==> config.mk <==
export PLATFORM = sky130hd
export DESIGN_NAME = fifo_uart_tx
export DESIGN_NICKNAME = d
export VERILOG_FILES = /design/src/rtl/fifo_uart_tx.sv
export SDC_FILE = /design/constraint.sdc
export NUM_CORES = 1
export LEC_CHECK = 0
export CAP_MARGIN = 20
export CORE_ASPECT_RATIO = 0.7
export CORE_MARGIN = 2
export CORE_UTILIZATION = 39
export DETAILED_ROUTE_END_ITERATION = 12
export PLACE_DENSITY_LB_ADDON = 0.3
export SETUP_SLACK_MARGIN = 0.2
export SLEW_MARGIN = 10
export SYNTH_ARGS = -nofsm -noshare
export SYNTH_HDL_FRONTEND = slang
export SYNTH_SLANG_ARGS = --single-unit
export TNS_END_PERCENT = 100
==> constraint.sdc <==
create_clock -name clk -period 2.2 [get_ports clk]
set_input_delay 0.44 -clock clk [delete_from_list [all_inputs] [get_ports clk]]
set_output_delay 0.44 -clock clk [all_outputs]
set_load 0.01 [all_outputs]
==> src/rtl/fifo_uart_tx.sv <==
// UART 8N1 transmitter that drains a show-ahead byte FIFO.
// One byte is popped per frame. tx, tx_busy and tx_done are registered.
module fifo_uart_tx #(
    parameter int CLKS_PER_BIT = 10417
) (
    input  logic       clk,
    input  logic       reset,
    input  logic [7:0] fifo_rdata,
    input  logic       fifo_empty,
    output logic       fifo_rd_en,
    output logic       tx,
    output logic       tx_busy,
    output logic       tx_done
);
    localparam int            CW       = $clog2(CLKS_PER_BIT);
    localparam logic [CW-1:0] LAST     = CW'(CLKS_PER_BIT - 1);
    localparam logic [CW-1:0] PRE_LAST = CW'(CLKS_PER_BIT - 2);

    typedef enum logic [1:0] {IDLE, START, DATA, STOP} state_t;

    state_t        state;
    logic [CW-1:0] baud_cnt;
    logic [2:0]    bit_idx;
    logic [7:0]    shift_reg;
    logic          bit_end;

    assign bit_end = (baud_cnt == LAST);

    // The pop must be combinational. The FIFO head is then captured in the
    // same IDLE cycle that acknowledges it, so the next frame starts one
    // cycle after the previous stop bit.
    assign fifo_rd_en = (state == IDLE) && !fifo_empty && !reset;

    // NOTE: non-blocking assignments throughout, so every branch sees the pre-edge register values.
    always_ff @(posedge clk) begin
        if (reset) begin
            state     <= IDLE;
            tx        <= 1'b1;
            tx_busy   <= 1'b0;
            tx_done   <= 1'b0;
            baud_cnt  <= '0;
            bit_idx   <= '0;
            shift_reg <= '0;
        end else begin
            tx_done <= 1'b0;
            case (state)
                IDLE: begin
                    tx       <= 1'b1;
                    baud_cnt <= '0;
                    if (fifo_rd_en) begin
                        shift_reg <= fifo_rdata;
                        tx        <= 1'b0;
                        tx_busy   <= 1'b1;
                        state     <= START;
                    end
                end
                START: begin
                    if (bit_end) begin
                        baud_cnt <= '0;
                        bit_idx  <= '0;
                        tx       <= shift_reg[0];
                        state    <= DATA;
                    end else begin
                        baud_cnt <= baud_cnt + 1'b1;
                    end
                end
                DATA: begin
                    if (bit_end) begin
                        baud_cnt  <= '0;
                        shift_reg <= shift_reg >> 1;
                        bit_idx   <= bit_idx + 3'd1;
                        if (bit_idx == 3'd7) begin
                            tx    <= 1'b1;
                            state <= STOP;
                        end else begin
                            tx <= shift_reg[1];
                        end
                    end else begin
                        baud_cnt <= baud_cnt + 1'b1;
                    end
                end
                STOP: begin
                    // Registered pulse: raise it one cycle early so that it
                    // lines up with the last stop-bit cycle.
                    tx_done <= (baud_cnt == PRE_LAST);
                    if (bit_end) begin
                        baud_cnt <= '0;
                        tx_busy  <= 1'b0;
                        state    <= IDLE;
                    end else begin
                        baud_cnt <= baud_cnt + 1'b1;
                    end
                end
                default: state <= IDLE;
            endcase
        end
    end
endmodule

==> Word-level counts from Yosys, hierarchy flattened <==
Index checks and enable logic that the tools add are counted.
W data, S select, Z words.
{ "word_totals": {"wordCells": 59, "in_bits": 11, "regBits": 30, "out_inout_bits": 4} }
{ "classes": {"bitwise_logic": 1, "n_mux": 22, "eq_ne": 11, "n_addsub": 2, "n_reduce_logical": 16} }
{ "ops": {"columns": ["operator", "n"], "rows": [
  ["$eq A14 B14 Y1 const B", 2],
  ["$pmux W14 S2", 1],
  ["$mux W8", 2],
  ["$pmux W8 S2", 1],
  ["$add A14 B1 Y14 const B", 1],
  ["$mux W14", 1],
  ["$reduce_and A3 Y1", 4],
  ["$mux W2", 5],
  ["$ne A2 B2 Y1 const B", 5],
  ["$pmux W2 S4", 1],
  ["$mux W1", 6],
  ["$mux W3", 2],
  ["$pmux W3 S2", 1],
  ["$reduce_bool A2 Y1", 3],
  ["$reduce_and A5 Y1", 1],
  ["$eq A2 B2 Y1 const B", 2],
  ["$add A3 B1 Y3 const B", 1],
  ["$eq A3 B3 Y1 const B", 1],
  ["$pmux W1 S3", 1],
  ["$reduce_bool A3 Y1", 1],
  ["$reduce_or A3 Y1", 1],
  ["$eq A2 B1 Y1 const B", 1],
  ["$logic_and A1 B1 Y1", 2],
  ["$logic_not A1 Y1", 2],
  ["other kinds (4)", 4]
]} }

==> Longest topological paths before layout <==
Gate-level depths: netlist (run 1).
{ "logic_depth": {"depth_word": 5, "mapped_depth": 8, "depth_no_buf": 6} }

==> Least setup slack after synthesis (run 1) <==
Ideal clock, no wire load.
{ "synth_path": {"path_kind": "register to register", "start": "register state[0]", "end": "register shift_reg[5]", "period_less_slack_ns": 1.727, "arrival_time_ns": 1.637, "slack_ns": 0.473, "setup_time_ns": 0.091, "stages_incl_launch_ff": 8, "cell_sequence": "dfxtp_1 inv_1 ha_1 nor3b_2 a21o_1 buf_2 a21oi_1 a311oi_1"} }
{ "synth_via": {"elab_chain_cells": 5, "word_cells_on_any_way": 9, "cone_classes": "eq/ne (3); mux (1); reduce/logical (5)"} }
{ "synth_lines": {"columns": ["item", "line", "source"], "rows": [
  ["from (decl)", "21", "state_t state;"],
  ["from (signal assigned)", "37", "state <= IDLE;"],
  ["from (signal assigned)", "54", "state <= START;"],
  ["from (signal assigned)", "62", "state <= DATA;"],
  ["$logic_not A2 Y1", "32", "assign fifo_rd_en = (state == IDLE) && !fifo_empty && !reset;"],
  ["$logic_and A1 B1 Y1 (2 in a row)", "32", null],
  ["named net fifo_rd_en", "10", "output logic fifo_rd_en,"],
  ["$ne A2 B2 Y1 (no source line)", null, null],
  ["$reduce_and A3 Y1 (no source line)", null, null],
  ["to (signal assigned)", "51", "shift_reg <= fifo_rdata;"],
  ["to (signal assigned)", "70", "shift_reg <= shift_reg >> 1;"],
  ["to (decl)", "24", "logic [7:0] shift_reg;"]
]} }
The timed path passes the listed nets, and every way through them passes these cells.
A chain may end at the register's enable or synchronous reset.

==> Worst setup path after layout (run 1) <==
{ "layout_path": {"start": "input fifo_empty", "end": "output fifo_rd_en"} }
{ "layout_via": {"elab_chain_cells": 3} }
{ "layout_lines": {"columns": ["item", "line", "source"], "rows": [
  ["from (decl)", "9", "input logic fifo_empty,"],
  ["$logic_not A1 Y1", "32", null],
  ["$logic_and A1 B1 Y1 (2 in a row)", "32", null],
  ["to (decl)", "10", null]
]} }
No other way between the ends.

==> results of run 1 <==
worst min-delay path: cells and delay by family (launching register included):
family          cells  cell delay, ns
flops               1            0.31
simple gates        1            0.05
compound gates      1            0.05
kinds of logic (layout without fill, tap and decap cells):
group           count (synthesis)  after routing  share of synthesized area, %
compound gates                 34             34                          14.9
xor+xnor                       12             12                          6.68
fa+ha+maj                       8              8                          6.36
buf+inv                        20             39                          5.72
flops                          30             30                          38.2
mux                             7              7                          4.45
simple gates                   65             65                          23.8
through the flow:
stage          area, um^2  hold slack, ns
2_1_floorplan        1570           0.436
3_3_place_gp         1780           0.443
3_5_place_dp         1780           0.459
4_1_cts              1900           0.467
5_1_grt              1920           0.494
6_report             1920           0.463
cell type report:
type | count | area (um^2) | share of cell area, %
multi-input cells | 126 | 903 | 47.2
flip-flops and latches | 30 | 601 | 31.4
repair buffers | 19 | 193 | 10.1
clock buffers | 5 | 68.8 | 3.59
well taps | 52 | 65.1 | 3.40
inverters | 12 | 45.0 | 2.35
clock inverters | 3 | 40.0 | 2.09
report_power, final:
group / leakage [nW] / switching [mW] / internal (mW) / total, mW
Combinational: 0.344 / 0.358 / 0.330 / 0.688
Sequential: 0.244 / 0.0553 / 0.620 / 0.676
Clock: 0.0579 / 0.208 / 0.333 / 0.541
worst paths after layout:
| kind | to | slack (ns) | cells past startpoint |
|---|---|---|---|
| worst max register to register | tx | 0.31 | 6 |
| worst min register to register | bit_idx[1] | 0.46 | 2 |
| worst max-delay path | fifo_rd_en | 0.27 | 3 |
| worst min-delay path | bit_idx[1] | 0.46 | 2 |
routing by layer:
metal | up-vias | routed length, um
met2 | 20 | 1490
met5 | - | 0
met4 | 0 | 35
met3 | 6 | 130
li1 | 667 | -
met1 | 634 | 1650
cells in the final DEF (no fill, tap or decap), types with 5 or more instances in the layout:
| master | instances |
|---|---|
| dfxtp_1 | 30 |
| clkdlybuf4s50_1 | 13 |
| nand3_1 | 7 |
| a21oi_1 | 11 |
| a311oi_1 | 8 |
| mux2i_1 | 7 |
| ha_1 | 7 |
| clkbuf_8 | 5 |
| nor2_1 | 18 |
| nor3_1 | 5 |
| nand4_1 | 7 |
| nand2_1 | 10 |
| inv_1 | 12 |
| xnor2_1 | 8 |
what timing repair did:
item                                    4_1_cts  5_1_grt
gates resized for setup                       3        3
endpoints found under the setup margin        1        6
setup buffers                                 0        0
==> run summary, run 1 <==
unrepaired setup endpoints after global routing = false
Max IR drop VDD = 0.392 mV
top post-synthesis cells by area = dfxtp_1 38%, ha_1 6.4%, a311oi_1 4.5%
worst path buffer plus inverter count = 2
Pre-Repair DR Iteration Count = 4
NumNets Final = 213
Setup WS post-layout = 0.267 ns
clock latency on the worst-skew pair = 0.28 ns
Async SR Flop Fraction = 0%
Vias = 1,327
first-pass GRT wire length = 5730 um
# setup viols final = 0
number of diodes = 0
Total Routed Length = 3310 um
# fillers = 370
M3 GR Usage = 4.91%
Mapped Cells = 176
gr busiest metal = met2
row cnt = 19
ordered list of cells on the worst path = clkdlybuf4s50_1 -> nor3b_4 -> dlygate4sd2_1
Worst-Margin Slew = 0.457 ns
Worst Path Required = 1.76 ns
fin cells = 247
Unique masters post-synth = 39
status = finished clean
placed cell count = 239
Synth Register Bits = 30
I/O pin total = 15
synthesized cell area = 1570 um^2
die height = 57.2 um
Vias/cell = 5.37
critical path peak fanout = 4
slowest stage cell, crit path = clkdlybuf4s50_1
Starting Density = 40.4%
sequential element share of the synthesized area = 38.2%
Most used DFF post-synth = dfxtp_1
startpoint types = primary input
most numerous cell in the Yosys netlist = dfxtp_1
largest net degree at the start of global routing = 20
Post-DRT Antenna Nets = 0
post-route DRC violation count = 0
hold_buf cts = 0
total power draw = 1.90 mW
Core Util, Final = 49.1%
cell taking the most area after synthesis = dfxtp_1
grt total ovfl = 0
setup TNS = 0 ns
Root Driver = clkbuf_8
CTS tree = yes
synth warn = 0
R2R Path Start = state[0]
Die X = 79.9 um
P_leak = 0.646 nW
CTS sink cnt = 30
min-delay src = bit_idx[1]
Largest register FFs = 14
starting DRC count in detailed routing = 57
min Tclk post-route = 1.93 ns
grt met2 use = 25.1%
CP delay by family, top = buffers and inverters
total of max-cap violations = 0
H-tree levels = 2
clk_skew = 0.00578 ns
Post-synth top cells = 30 x dfxtp_1, 18 x nor2_1, 12 x inv_1
fraction of layout instances using a drive strength above 1 = 11.8%
CP endpoint kind = output pin
Synth top area share = 38.2%
Hold Fails Final Rpt = 0
count of final max-slew check failures = 0
CTS clk-pin slew, worst paths = 0.06 ns
largest stage delay on the critical path = 0.49 ns
Arrival @ worst endpoint = 1.49 ns
initial antenna violation count = 0
Avg WL per Cell = 13.4 um
area added between synthesis and finish = 21.7%
core area = 3900 um^2
Max Fclk = 517 MHz
total CTS buffers = 5
GP Congestion = 0.873
number of global-route vias before repair = 1,300
CP Launch Point = fifo_empty
Hold Path Class = register to register
die area = 4570 um^2
IO buf count = 14
total nets after synthesis = 195
P per Cell Area = 994 nW/um^2
final period utilization = 87.9%
Post-Syn Area per Cell = 8.94 um^2
Rel. slew slack = 69.5%
DP HPWL = 2470 um
Total GRT Usage = 16.2%
clock tree buffer depth = 2
crit path kind = primary input to output pin
M1 GR Usage = 21.4%
EDFF count, synth = 0
DP Worst Slack = -0.0320 ns
No activity file was read; power rests on OpenSTA's default activity.
==> run 2, diff against run 1 <==
- CORE_MARGIN: 2 -> not set
==> run 2 against run 1 <==
Compared with the run above:
- clock power decreased by 18%
- cell area decreased by 2.8%
- die area decreased by 5.9%
- hold slack got worse by 0.0033 ns
- sequential power about the same
- largest cell class unchanged
==> run summary, run 2 (synthesis gave the netlist of run 1 again) <==
Max IR drop VDD = 0.453 mV (+15%)
fin cells = 244 (-1.2%)
NumNets Final = 212 (-0.47%)
placed cell count = 236 (-1.3%)
CP endpoint kind = output pin
GP Congestion = 0.832 (-4.7%)
Total GRT Usage = 16.3% (+0.10 points)
startpoint types = register
initial antenna violation count = 0 (unchanged)
Hold Fails Final Rpt = 0 (unchanged)
unrepaired setup endpoints after global routing = true
Post-DRT Antenna Nets = 0 (unchanged)
critical path peak fanout = 6 (+2)
Starting Density = 42.6% (+2.2 points)
CP Launch Point = state[0]
# setup viols final = 0 (unchanged)
die height = 55.2 um (-3.5%)
post-route DRC violation count = 0 (unchanged)
Worst-Margin Slew = 0.455 ns (-0.00181 ns)
Vias = 1,306 (-1.6%)
P per Cell Area = 933 nW/um^2 (-6.2%)
Die X = 77.9 um (-2.5%)
grt total ovfl = 0 (unchanged)
final period utilization = 87.5% (-0.33 points)
clock tree buffer depth = 2 (unchanged)
slowest stage cell, crit path = dfxtp_1
total CTS buffers = 5 (unchanged)
die area = 4300 um^2 (-5.9%)
Vias/cell = 5.35 (-0.37%)
largest stage delay on the critical path = 0.33 ns (-0.16 ns)
most frequent cells in the layout = 30 x dfxtp_1, 18 x nor2_1, 13 x clkdlybuf4s50_1
status = finished clean
CTS clk-pin slew, worst paths = 0.06 ns (about the same)
count of final max-slew check failures = 0 (unchanged)
# fillers = 352 (-4.9%)
area added between synthesis and finish = 18.3%
P_leak = 0.622 nW (-3.7%)
total of max-cap violations = 0 (unchanged)
I/O pin total = 15 (unchanged)
grt met2 use = 25.7% (+0.54 points)
CTS sink cnt = 30 (unchanged)
core area = 3690 um^2 (-5.3%)
number of diodes = 0 (unchanged)
row cnt = 18 (-1)
first-pass GRT wire length = 5200 um (-9.4%)
IO buf count = 14 (unchanged)
Largest register FFs = 14 (unchanged)
Post-DP Area = 1760 um^2 (-1.3%)
R2R Path Start = state[0]
Pre-Repair DR Iteration Count = 4 (unchanged)
H-tree levels = 2 (unchanged)
gr busiest metal = met2
Design Area, Final = 1860 um^2 (-2.8%)
crit path kind = register to output pin
Worst Path Required = 1.76 ns (about the same)
setup TNS = 0 ns (unchanged)
Root Driver = clkbuf_8
worst path buffer plus inverter count = 2 (unchanged)
Avg WL per Cell = 12.9 um (-3.6%)
M3 GR Usage = 5.08% (+0.18 points)
most common cell after layout, fill and taps aside = dfxtp_1
ordered list of cells on the worst path = inv_1 -> ha_2 -> nor3b_4 -> dlygate4sd2_1
Total Routed Length = 3160 um (-4.7%)
DP HPWL = 2390 um (-3.0%)
clk_skew = 0.00538 ns (-0.000401 ns)
min-delay src = bit_idx[1]
CP delay by family, top = buffers and inverters
Arrival @ worst endpoint = 1.49 ns (about the same)
clock latency on the worst-skew pair = 0.28 ns (about the same)
largest net degree at the start of global routing = 20 (unchanged)
Hold Path Class = register to register
CTS tree = yes
Max Fclk = 519 MHz (+0.38%)
number of global-route vias before repair = 1,178 (-9.4%)
starting DRC count in detailed routing = 48 (-16%)
Rel. slew slack = 69.6% (+0.12 points)
M1 GR Usage = 20.9% (-0.47 points)
fraction of layout instances using a drive strength above 1 = 10.8% (-0.97 points)
min Tclk post-route = 1.93 ns (-0.00725 ns)
==> run 2: worst min-delay path, cell delays in order (launching register included) <==
cell and delay [ns]:
dfxtp_1 0.31, nand2_1 0.05, a21oi_1 0.05
==> run 2: what timing repair did <==
action,in CTS,in global routing
setup buffers,0,0
hold buffers,0,0
setup endpoints to repair,1,5
resized for setup,2,2
hold endpoints to repair,0,0
cloned,0,0
==> run 2: worst paths after layout <==
check	end	slack [ns]	cells after the start
min	bit_idx[1]	0.46	2
max reg2reg	tx	0.29	6
min reg2reg	bit_idx[1]	0.46	2
max	fifo_rd_en	0.27	4
==> run 2: power breakdown <==
part	total, mW	internal (mW)	switching (mW)	leakage [nW]
Sequential	0.674	0.621	0.0536	0.244
Combinational	0.621	0.291	0.330	0.330
Clock	0.442	0.252	0.190	0.0482
==> run 2: routing by layer <==
layer,vias up,routed length (um)
met1,609,1590
met4,0,29
met5,-,0
met3,4,156
met2,20,1380
li1,673,-
==> run 2: layout make-up <==
| type | count | area, um^2 | area share, % |
|---|---|---|---|
| sequential | 30 | 601 | 32.3 |
| clock inverter | 1 | 5.00 | 0.269 |
| inverter | 12 | 45.0 | 2.42 |
| clock buffer | 7 | 86.3 | 4.64 |
| tap | 50 | 62.6 | 3.36 |
| multi-input combinational | 126 | 893 | 48.0 |
| timing repair buffer | 18 | 169 | 9.07 |
==> run 2: through the flow <==
stage / hold slack (ns) / setup WS (ns) / power (mW) / utilization, %
6_report: 0.460 / 0.274 / 1.74 / 50.4
5_1_grt: 0.494 / 0.173 / 1.86 / 50.4
4_1_cts: 0.463 / 0.240 / 1.75 / 50.2
3_5_place_dp: 0.454 / 0.0137 / 1.29 / 47.7
3_3_place_gp: 0.442 / 0.0164 / 1.27 / 47.7
2_1_floorplan: 0.436 / 0.473 / 1.15 / -
